## src/rtl/sha1_multiblock_ctrl.sv

```systemverilog
// SHA-1 multi-block sequencer: loads message words, runs the compression
// rounds and updates the hash registers for 1..N back-to-back blocks.
// All outputs are Moore-decoded from the state register and counters.
module sha1_multiblock_ctrl #(
  parameter int unsigned WORDS_PER_BLOCK = 16,
  parameter int unsigned ROUNDS          = 80,
  parameter int unsigned STAGE_ROUNDS    = 20,
  parameter int unsigned MEM_LAT         = 1,
  parameter int unsigned BLK_W           = 8,
  parameter int unsigned ADDR_W          = 12
) (
  input  logic                               clk,
  input  logic                               reset,
  input  logic                               start,
  input  logic [BLK_W-1:0]                   num_blocks,
  input  logic                               done_ack,
  output logic                               mem_rd_en,
  output logic [ADDR_W-1:0]                  mem_addr,
  output logic                               w_valid,
  output logic [$clog2(WORDS_PER_BLOCK)-1:0] w_idx,
  output logic                               round_en,
  output logic [$clog2(ROUNDS)-1:0]          round_idx,
  output logic [1:0]                         f_sel,
  output logic                               hash_init,
  output logic                               hash_update,
  output logic [BLK_W-1:0]                   blk_idx,
  output logic                               busy,
  output logic                               done
);

  localparam int unsigned WIDX_W = $clog2(WORDS_PER_BLOCK);
  localparam int unsigned RIDX_W = $clog2(ROUNDS);
  localparam int unsigned WAIT_W = (MEM_LAT > 1) ? $clog2(MEM_LAT) : 1;

  localparam logic [WIDX_W-1:0] W_LAST    = WIDX_W'(WORDS_PER_BLOCK - 1);
  localparam logic [RIDX_W-1:0] R_LAST    = RIDX_W'(ROUNDS - 1);
  localparam logic [WAIT_W-1:0] WAIT_LAST = WAIT_W'((MEM_LAT > 0) ? MEM_LAT - 1 : 0);

  typedef enum logic [2:0] {
    IDLE,
    INIT,
    LOAD_REQ,
    LOAD_WAIT,
    LOAD_CAPT,
    ROUND,
    UPDATE,
    DONE
  } state_t;

  state_t            state;
  state_t            state_nxt;
  logic [BLK_W-1:0]  blk_cnt;
  logic [WAIT_W-1:0] wait_cnt;
  logic [BLK_W-1:0]  nb_eff;
  logic              w_last;
  logic              r_last;
  logic              wait_last;
  logic              more_blocks;
  int unsigned       stage;

  // Derived flags shared by the counter and next-state logic.
  always_comb begin
    nb_eff      = (num_blocks == '0) ? BLK_W'(1) : num_blocks;
    w_last      = (w_idx == W_LAST);
    r_last      = (round_idx == R_LAST);
    wait_last   = (wait_cnt == WAIT_LAST);
    more_blocks = ({1'b0, blk_idx} + {{BLK_W{1'b0}}, 1'b1}) < {1'b0, blk_cnt};
  end

  // State register.
  always_ff @(posedge clk) begin
    if (reset) state <= IDLE;
    else       state <= state_nxt;
  end

  // Word, round, wait and block counters plus the latched block count.
  always_ff @(posedge clk) begin
    if (reset) begin
      blk_cnt   <= '0;
      blk_idx   <= '0;
      w_idx     <= '0;
      round_idx <= '0;
      wait_cnt  <= '0;
    end else begin
      case (state)
        IDLE:      if (start) blk_cnt <= nb_eff;
        INIT: begin
          blk_idx   <= '0;
          w_idx     <= '0;
          round_idx <= '0;
          wait_cnt  <= '0;
        end
        LOAD_REQ:  wait_cnt <= '0;
        LOAD_WAIT: wait_cnt <= wait_cnt + 1'b1;
        LOAD_CAPT: w_idx <= w_last ? '0 : w_idx + 1'b1;
        ROUND:     round_idx <= r_last ? '0 : round_idx + 1'b1;
        UPDATE:    if (more_blocks) blk_idx <= blk_idx + 1'b1;
        DONE:      if (start) blk_cnt <= nb_eff;
        default:   ;
      endcase
    end
  end

  // Next-state and state-decoded strobes.
  always_comb begin
    state_nxt   = state;
    mem_rd_en   = 1'b0;
    w_valid     = 1'b0;
    round_en    = 1'b0;
    hash_init   = 1'b0;
    hash_update = 1'b0;
    busy        = 1'b0;
    done        = 1'b0;
    case (state)
      IDLE: if (start) state_nxt = INIT;
      INIT: begin
        hash_init = 1'b1;
        busy      = 1'b1;
        state_nxt = LOAD_REQ;
      end
      LOAD_REQ: begin
        mem_rd_en = 1'b1;
        busy      = 1'b1;
        state_nxt = (MEM_LAT > 0) ? LOAD_WAIT : LOAD_CAPT;
      end
      LOAD_WAIT: begin
        busy = 1'b1;
        if (wait_last) state_nxt = LOAD_CAPT;
      end
      LOAD_CAPT: begin
        w_valid   = 1'b1;
        busy      = 1'b1;
        state_nxt = w_last ? ROUND : LOAD_REQ;
      end
      ROUND: begin
        round_en = 1'b1;
        busy     = 1'b1;
        if (r_last) state_nxt = UPDATE;
      end
      UPDATE: begin
        hash_update = 1'b1;
        busy        = 1'b1;
        state_nxt   = more_blocks ? LOAD_REQ : DONE;
      end
      DONE: begin
        done = 1'b1;
        // start wins over a simultaneous done_ack
        if (start)         state_nxt = INIT;
        else if (done_ack) state_nxt = IDLE;
      end
      default: state_nxt = IDLE;
    endcase
  end

  // Round function select, saturating at the last stage.
  always_comb begin
    stage = 32'(round_idx) / STAGE_ROUNDS;
    f_sel = (stage >= 3) ? 2'd3 : 2'(stage);
  end

  assign mem_addr = ADDR_W'(blk_idx) * ADDR_W'(WORDS_PER_BLOCK) + ADDR_W'(w_idx);

endmodule

```

## config.mk

```make
export PLATFORM = sky130hd
export DESIGN_NAME = sha1_multiblock_ctrl
export DESIGN_NICKNAME = d
export VERILOG_FILES = /design/src/rtl/sha1_multiblock_ctrl.sv
export SDC_FILE = /design/constraint.sdc
export NUM_CORES = 1
export LEC_CHECK = 0
export ABC_AREA = 1
export BUFFER_PORTS_ARGS = -buffer_cell sky130_fd_sc_hd__buf_2
export CAP_MARGIN = 20
export CELL_PAD_IN_SITES_DETAIL_PLACEMENT = 1
export CELL_PAD_IN_SITES_GLOBAL_PLACEMENT = 1
export CORE_ASPECT_RATIO = 1.75
export CORE_MARGIN = 8
export CORE_UTILIZATION = 37
export DETAILED_ROUTE_END_ITERATION = 10
export PLACE_DENSITY_LB_ADDON = 0.1
export SLEW_MARGIN = 30
export SYNTH_ARGS = -nofsm -noshare
export SYNTH_HDL_FRONTEND = slang
export SYNTH_SLANG_ARGS = --single-unit
```

## constraint.sdc

```tcl
create_clock -name clk -period 3 [get_ports clk]
set_input_delay 0.45 -clock clk [delete_from_list [all_inputs] [get_ports clk]]
set_output_delay 0.45 -clock clk [all_outputs]
set_load 0.05 [all_outputs]
```

==> impl_metrics.ini, run 1 <==
[clock_network]
cts-root-buf = clkbuf_8
h-tree-depth = 2
ctsHoldBuffers = 0
cts_repair_resize_count = 0
clock-sinks = 31
clockBufferDepth = 2
cts_setup_buffers = 0
clk_pin_slew_worst_paths_ns = 0.07
cts_tree = yes
cts_buffers = 5
clkLatencyLatePin_ns = 0.29

[logic_synthesis]
synth_area_sq_um = 2070
yosys-top-cells-count = nand2_1 (46), nor2_1 (37), inv_1 (36)
syn_nets = 320
yosysSeqAreaShare_pct = 29.9
avgSynthCellArea_sq_um = 7.01
synth_top_area_share_pct = 29.9
synth_top_cell_by_area = dfxtp_1
synth-edff-count = 0
synth_most_common_cell = nand2_1
ys_seq_elements = 31
ys_types = 37
synth_cells = 296
ys.flop_type = dfxtp_1
synthTopCellsByArea = dfxtp_1 (30%), nand2_1 (8.3%), ha_1 (7.2%)
ys.warnings.count = 0
async_flop_share_pct = 0

[place]
portBuffers = 51
place_ws_ns = 0.489
dp_hpwl_um = 4630
gp_congestion = 0.816

[global_route]
grt_first_pass_wirelength_um = 9520
groute.usage.overall_pct = 14.4
antenna_found_initial = 0
grt_max_degree = 21
grt_pass1_vias = 2155
gr-total-overflow = 0

[min_path]
hold_depth = 3
worstHoldPathType = primary input to flop

[drt]
post_drt_wl_per_cell_um = 13.6
drcViolationCount = 0
final_antenna_net_count = 0
viasPerCell = 4.85
drt-pass1-iter-count = 4
wirelength_um = 5620
drt_iter0_drc = 47
vias = 2003

[finish]
diodes = 0
fillCellCount = 761
layout-drive-gt1-share_pct = 24.9
fin_nets = 361
area_growth_pct = 15.4

[floorplanning]
num_rows = 36
die_area_sq_um = 8350
die_y_um = 115
start_util_pct = 37.8
core_area_sq_um = 5500
io_pins = 52
die_w_um = 72.6

[critical_path]
worstPathMaxFanout = 11
rr_worst_depth = 16
critical_path_class = flop to flop
cp.arrival_ns = 2.69
cp.required_ns = 3.18
endpoint_kind = flop
startpoint_type = flop

[sta]
relSlewSlack_pct = 62.5
hold_viol = 0
fmax_mhz = 398
fin_ws_ns = 0.489
maxSlewViolCount = 0
fin_crit_sh_pct = 83.7
rsz0062_at_grt = false
tightest_slew_ns = 0.561
final.setup.tns_ns = 0
fin_skew_ns = 0.00554
layout_min_cycle_time_ns = 2.51
setup-violations-final = 0

[status]
status = finished, final reports clean

[power]
ir_worst_vdd_mv = 0.256
p_total_w = 0.00127
power.leakage_nw = 1.17
p_per_area_nw_per_um2 = 530

[job]
maxCapViolations = 0
[kinds of logic after synthesis]
| family | share of synthesized area [%] |
|---|---|
| simple gates | 27.5 |
| xor+xnor | 2.53 |
| flops | 29.9 |
| buf+inv | 14.2 |
| compound gates | 18.6 |
| fa+ha+maj | 7.24 |
[final cells by class]
class                      instances  area (sq um)  area share, %
clock buffer                       6          82.6           3.45
clock inverter                     1          5.00          0.209
inverter                          45           169           7.06
multi-input combinational        202          1160           48.4
sequential                        31           621           25.9
tap                               76          95.1           3.97
timing repair buffer              52           263           11.0
[per-stage QoR]
stage | hold WS, ns | util (%) | cells | area (sq um)
finish | 0.411 | 43.6 | 413 | 2390
global route | 0.412 | 43.6 | 413 | 2390
CTS | 0.401 | 43.6 | 413 | 2390
detailed placement | 0.458 | 42.0 | 406 | 2310
global placement | 0.462 | 42.0 | 406 | 2310
floorplan | 0.435 | - | 296 | 2070
[state kept, by name, indices dropped and copies added (netlist names)]
register   flops
blk_cnt        8
blk_idx        8
round_idx      7
state          3
w_idx          4
wait_cnt       1
[critical path: stages (launching register included)]
cell and delay, ns:
dfxtp_1 0.43, ha_1 0.22, nand2_1 0.10, nor2_4 0.14, nand3_1 0.10, xor2_1 0.19
inv_1 0.06, ha_1 0.28, a21o_1 0.17, nand3_2 0.07, nand2_2 0.06, nor2_4 0.13
nand3_4 0.09, nand2_4 0.14, inv_2 0.07, nor2_1 0.08, nor2_1 0.05
[placed cells by master, fill, tap and decap left out, drive strengths merged, types with 4 or more instances in the layout]
cell and instances:
a21o 4, a21oi 23, buf 52, clkbuf 6, dfxtp 31, ha 12, inv 44, nand2 50
nand3 12, nor2 45, nor3 6, o21ai 28, xor2 6
[path summary, 6_finish.rpt]
path	start	to	slack [ns]
max reg2reg	blk_idx[0]$_SDFFE_PP0P_	blk_idx[3]$_SDFFE_PP0P_	0.49
max	blk_idx[0]$_SDFFE_PP0P_	blk_idx[3]$_SDFFE_PP0P_	0.49
min reg2reg	blk_cnt[5]$_SDFFE_PP0P_	blk_cnt[5]$_SDFFE_PP0P_	0.46
min	num_blocks[4]	blk_cnt[4]$_SDFFE_PP0P_	0.41
[layer usage]
layer,part of all wire [%],wire length (um),GRT usage [%],vias up
met2,61,3400,29.9,27
met3,2.9,163,2.88,8
li1,-,-,-,1030
met5,0,0,0,-
met4,2.0,113,6.18,0
met1,34,1940,12.1,938
[report_power, final]
| group | total [W] | internal [W] | leakage (nW) | switching, W |
|---|---|---|---|---|
| logic | 0.000443 | 0.000124 | 0.871 | 0.000318 |
| clock network | 0.000342 | 0.000180 | 0.0470 | 0.000162 |
| registers | 0.000485 | 0.000447 | 0.253 | 0.0000380 |
| total | 0.00127 | 0.000751 | 1.17 | 0.000519 |
(Power assumes the default switching activity.)
==> inputs of run 2 (changes only) <==
--- a/config.mk
+++ b/config.mk
@@ -12,7 +12,7 @@
 export CELL_PAD_IN_SITES_GLOBAL_PLACEMENT = 1
 export CORE_ASPECT_RATIO = 1.75
 export CORE_MARGIN = 8
-export CORE_UTILIZATION = 37
+export CORE_UTILIZATION = 34
 export DETAILED_ROUTE_END_ITERATION = 10
 export PLACE_DENSITY_LB_ADDON = 0.1
 export SLEW_MARGIN = 30
==> constraint.sdc (replaced) <==
create_clock -name clk -period 2 [get_ports clk]
set_input_delay 0.3 -clock clk [delete_from_list [all_inputs] [get_ports clk]]
set_output_delay 0.3 -clock clk [all_outputs]
set_load 0.05 [all_outputs]
==> run 2 against run 1 <==
Effect of this change:
- the flow now finishes with violations (setup timing)
- hold slack lost 0.15 ns
- register-to-register slack lost 0.80 ns
- fmax grew 8.5%
- wire length grew 15%
- flip-flop and latch count is the same
==> impl_metrics.ini, run 2 (same netlist as run 1, synthesis figures left out) <==
[status]
status = finished with violations
violations = setup timing

[critical_path]
startpoint_type = flop
path_common_cell = nor2_4
crit_cells = 15
rr_worst_depth = 15
cp_top_family = simple AND/OR/NAND/NOR gates
worstPathMaxFanout = 6
critical_path_class = flop to flop
slowest_stage = dfxtp_4
cp.arrival_ns = 2.50
endpoint_kind = flop
crit_chain = ha_4 -> nand2_4 -> nor2_4 -> xor2_1 -> inv_1 -> ha_4 -> a21o_1 -> nor2_2 -> nor2_4 -> nor2_4 -> nand3_4 -> nand2_8 -> inv_6 -> nor2_2 -> nor2_1
cp.required_ns = 2.18
cp_slowest_stage_delay_ns = 0.37
reg2reg_slack_ns = -0.31
cp_num_buf_inv = 2

[global_route]
gr-total-overflow = 0
grt_pass1_vias = 2286
grt_first_pass_wirelength_um = 10400
groute.usage.overall_pct = 14.6
antenna_found_initial = 0
grt_max_degree = 13

[min_path]
worstHoldPathType = primary input to flop
hold_depth = 3

[clock_network]
cts-root-buf = clkbuf_8
clk_pin_slew_worst_paths_ns = 0.07
cts_buffers = 5
cts_tree = yes
clkLatencyLatePin_ns = 0.29
h-tree-depth = 2
clock-sinks = 31
clockBufferDepth = 2

[drt]
drt_iter0_drc = 46
wirelength_um = 6460
vias = 2176
drcViolationCount = 0
final_antenna_net_count = 0
post_drt_wl_per_cell_um = 14.4
viasPerCell = 4.86
drt-pass1-iter-count = 4

[finish]
design_area_sq_um = 2930
layout_common_cells = buf_2 (49), nand2_1 (45), inv_1 (32)
area_growth_pct = 41.3
top_regs = blk_cnt x8, blk_idx x8, round_idx x7
diodes = 0
layout-drive-gt1-share_pct = 44.3
fin_nets = 393
final_common_cell = buf_2

[power]
power.leakage_nw = 1.37
p_per_area_nw_per_um2 = 736
ir_worst_vdd_mv = 0.535

[job]
maxCapViolations = 0

[sta]
maxSlewViolCount = 0
setup-violations-final = 11
relSlewSlack_pct = 69.6
fin_skew_ns = 0.00946
rsz0062_at_grt = true
fin_ws_ns = -0.313
hold_viol = 0
fmax_mhz = 432
fin_crit_sh_pct = 116
tightest_slew_ns = 0.456
whs_ns = 0.258
layout_min_cycle_time_ns = 2.31

[floorplanning]
die_y_um = 119
start_util_pct = 35.3
core_area_sq_um = 5880
num_rows = 37
io_pins = 52
die_w_um = 75.0
die_area_sq_um = 8960

[place]
gp_congestion = 0.780
portBuffers = 51
dpl_cell_area_sq_um = 2540
dp_hpwl_um = 4860
run 2: changes by cell type in the layout (fill, tap and decap cells not counted), moves of 6 or more:
| cell | before | now |
|---|---|---|
| dfxtp_1 | 31 | 22 |
| nor2_1 | 37 | 27 |
| o21ai_2 | 0 | 7 |
| buf_4 | 1 | 30 |
| o21ai_1 | 14 | 7 |
| dfxtp_2 | 0 | 6 |
run 2: per-layer routing:
metal,vias up,track usage [%],share of wire (%)
met4,0,5.06,2.7
met5,-,0,0
met1,1030,14.2,36
met3,13,2.44,2.8
li1,1093,-,-
met2,40,28.5,58
run 2: metrics by stage:
step	instances	setup WS (ns)	total power, W	TNS, ns	utilization [%]
2_1_floorplan	296	-0.343	0.00132	-2.84	-
3_3_place_gp	430	-0.219	0.00150	-1.75	43.2
3_5_place_dp	430	-0.259	0.00151	-2.07	43.2
4_1_cts	443	-0.214	0.00211	-1.91	46.6
5_1_grt	448	-0.438	0.00229	-4.19	49.8
6_report	448	-0.313	0.00216	-2.73	49.8
run 2: area by class of cell:
class,instances,area (sq um)
Inverter,45,176
Multi-Input combinational cell,203,1410
Sequential cell,31,639
Fill cell,777,2950
Timing Repair Buffer,83,515
Clock inverter,1,5.00
Tap cell,78,97.6
Clock buffer,7,86.3
run 2: timing repair:
action,4_1_cts,5_1_grt
gates cloned,1,0
pin swaps,10,21
resized for setup,12,41
hold buffers,0,0
setup buffers,4,5
endpoints found under the setup margin,12,12
run 2: worst paths after layout:
check,start,endpoint
setup reg to reg,blk_idx[0]$_SDFFE_PP0P_,blk_idx[6]$_SDFFE_PP0P_
hold / removal,num_blocks[4],blk_cnt[4]$_SDFFE_PP0P_
hold reg to reg,blk_cnt[7]$_SDFFE_PP0P_,blk_cnt[7]$_SDFFE_PP0P_
setup / recovery,blk_idx[0]$_SDFFE_PP0P_,blk_idx[6]$_SDFFE_PP0P_
run 2: power breakdown:
part	switching, W	total (W)	internal [W]
clock	0.000248	0.000526	0.000278
sequential	0.0000454	0.000718	0.000672
combinational	0.000604	0.000914	0.000310
run 2: tightest hold or removal path: stages:
cell,delay (ns)
buf_2,0.10
inv_1,0.05
a21oi_1,0.05
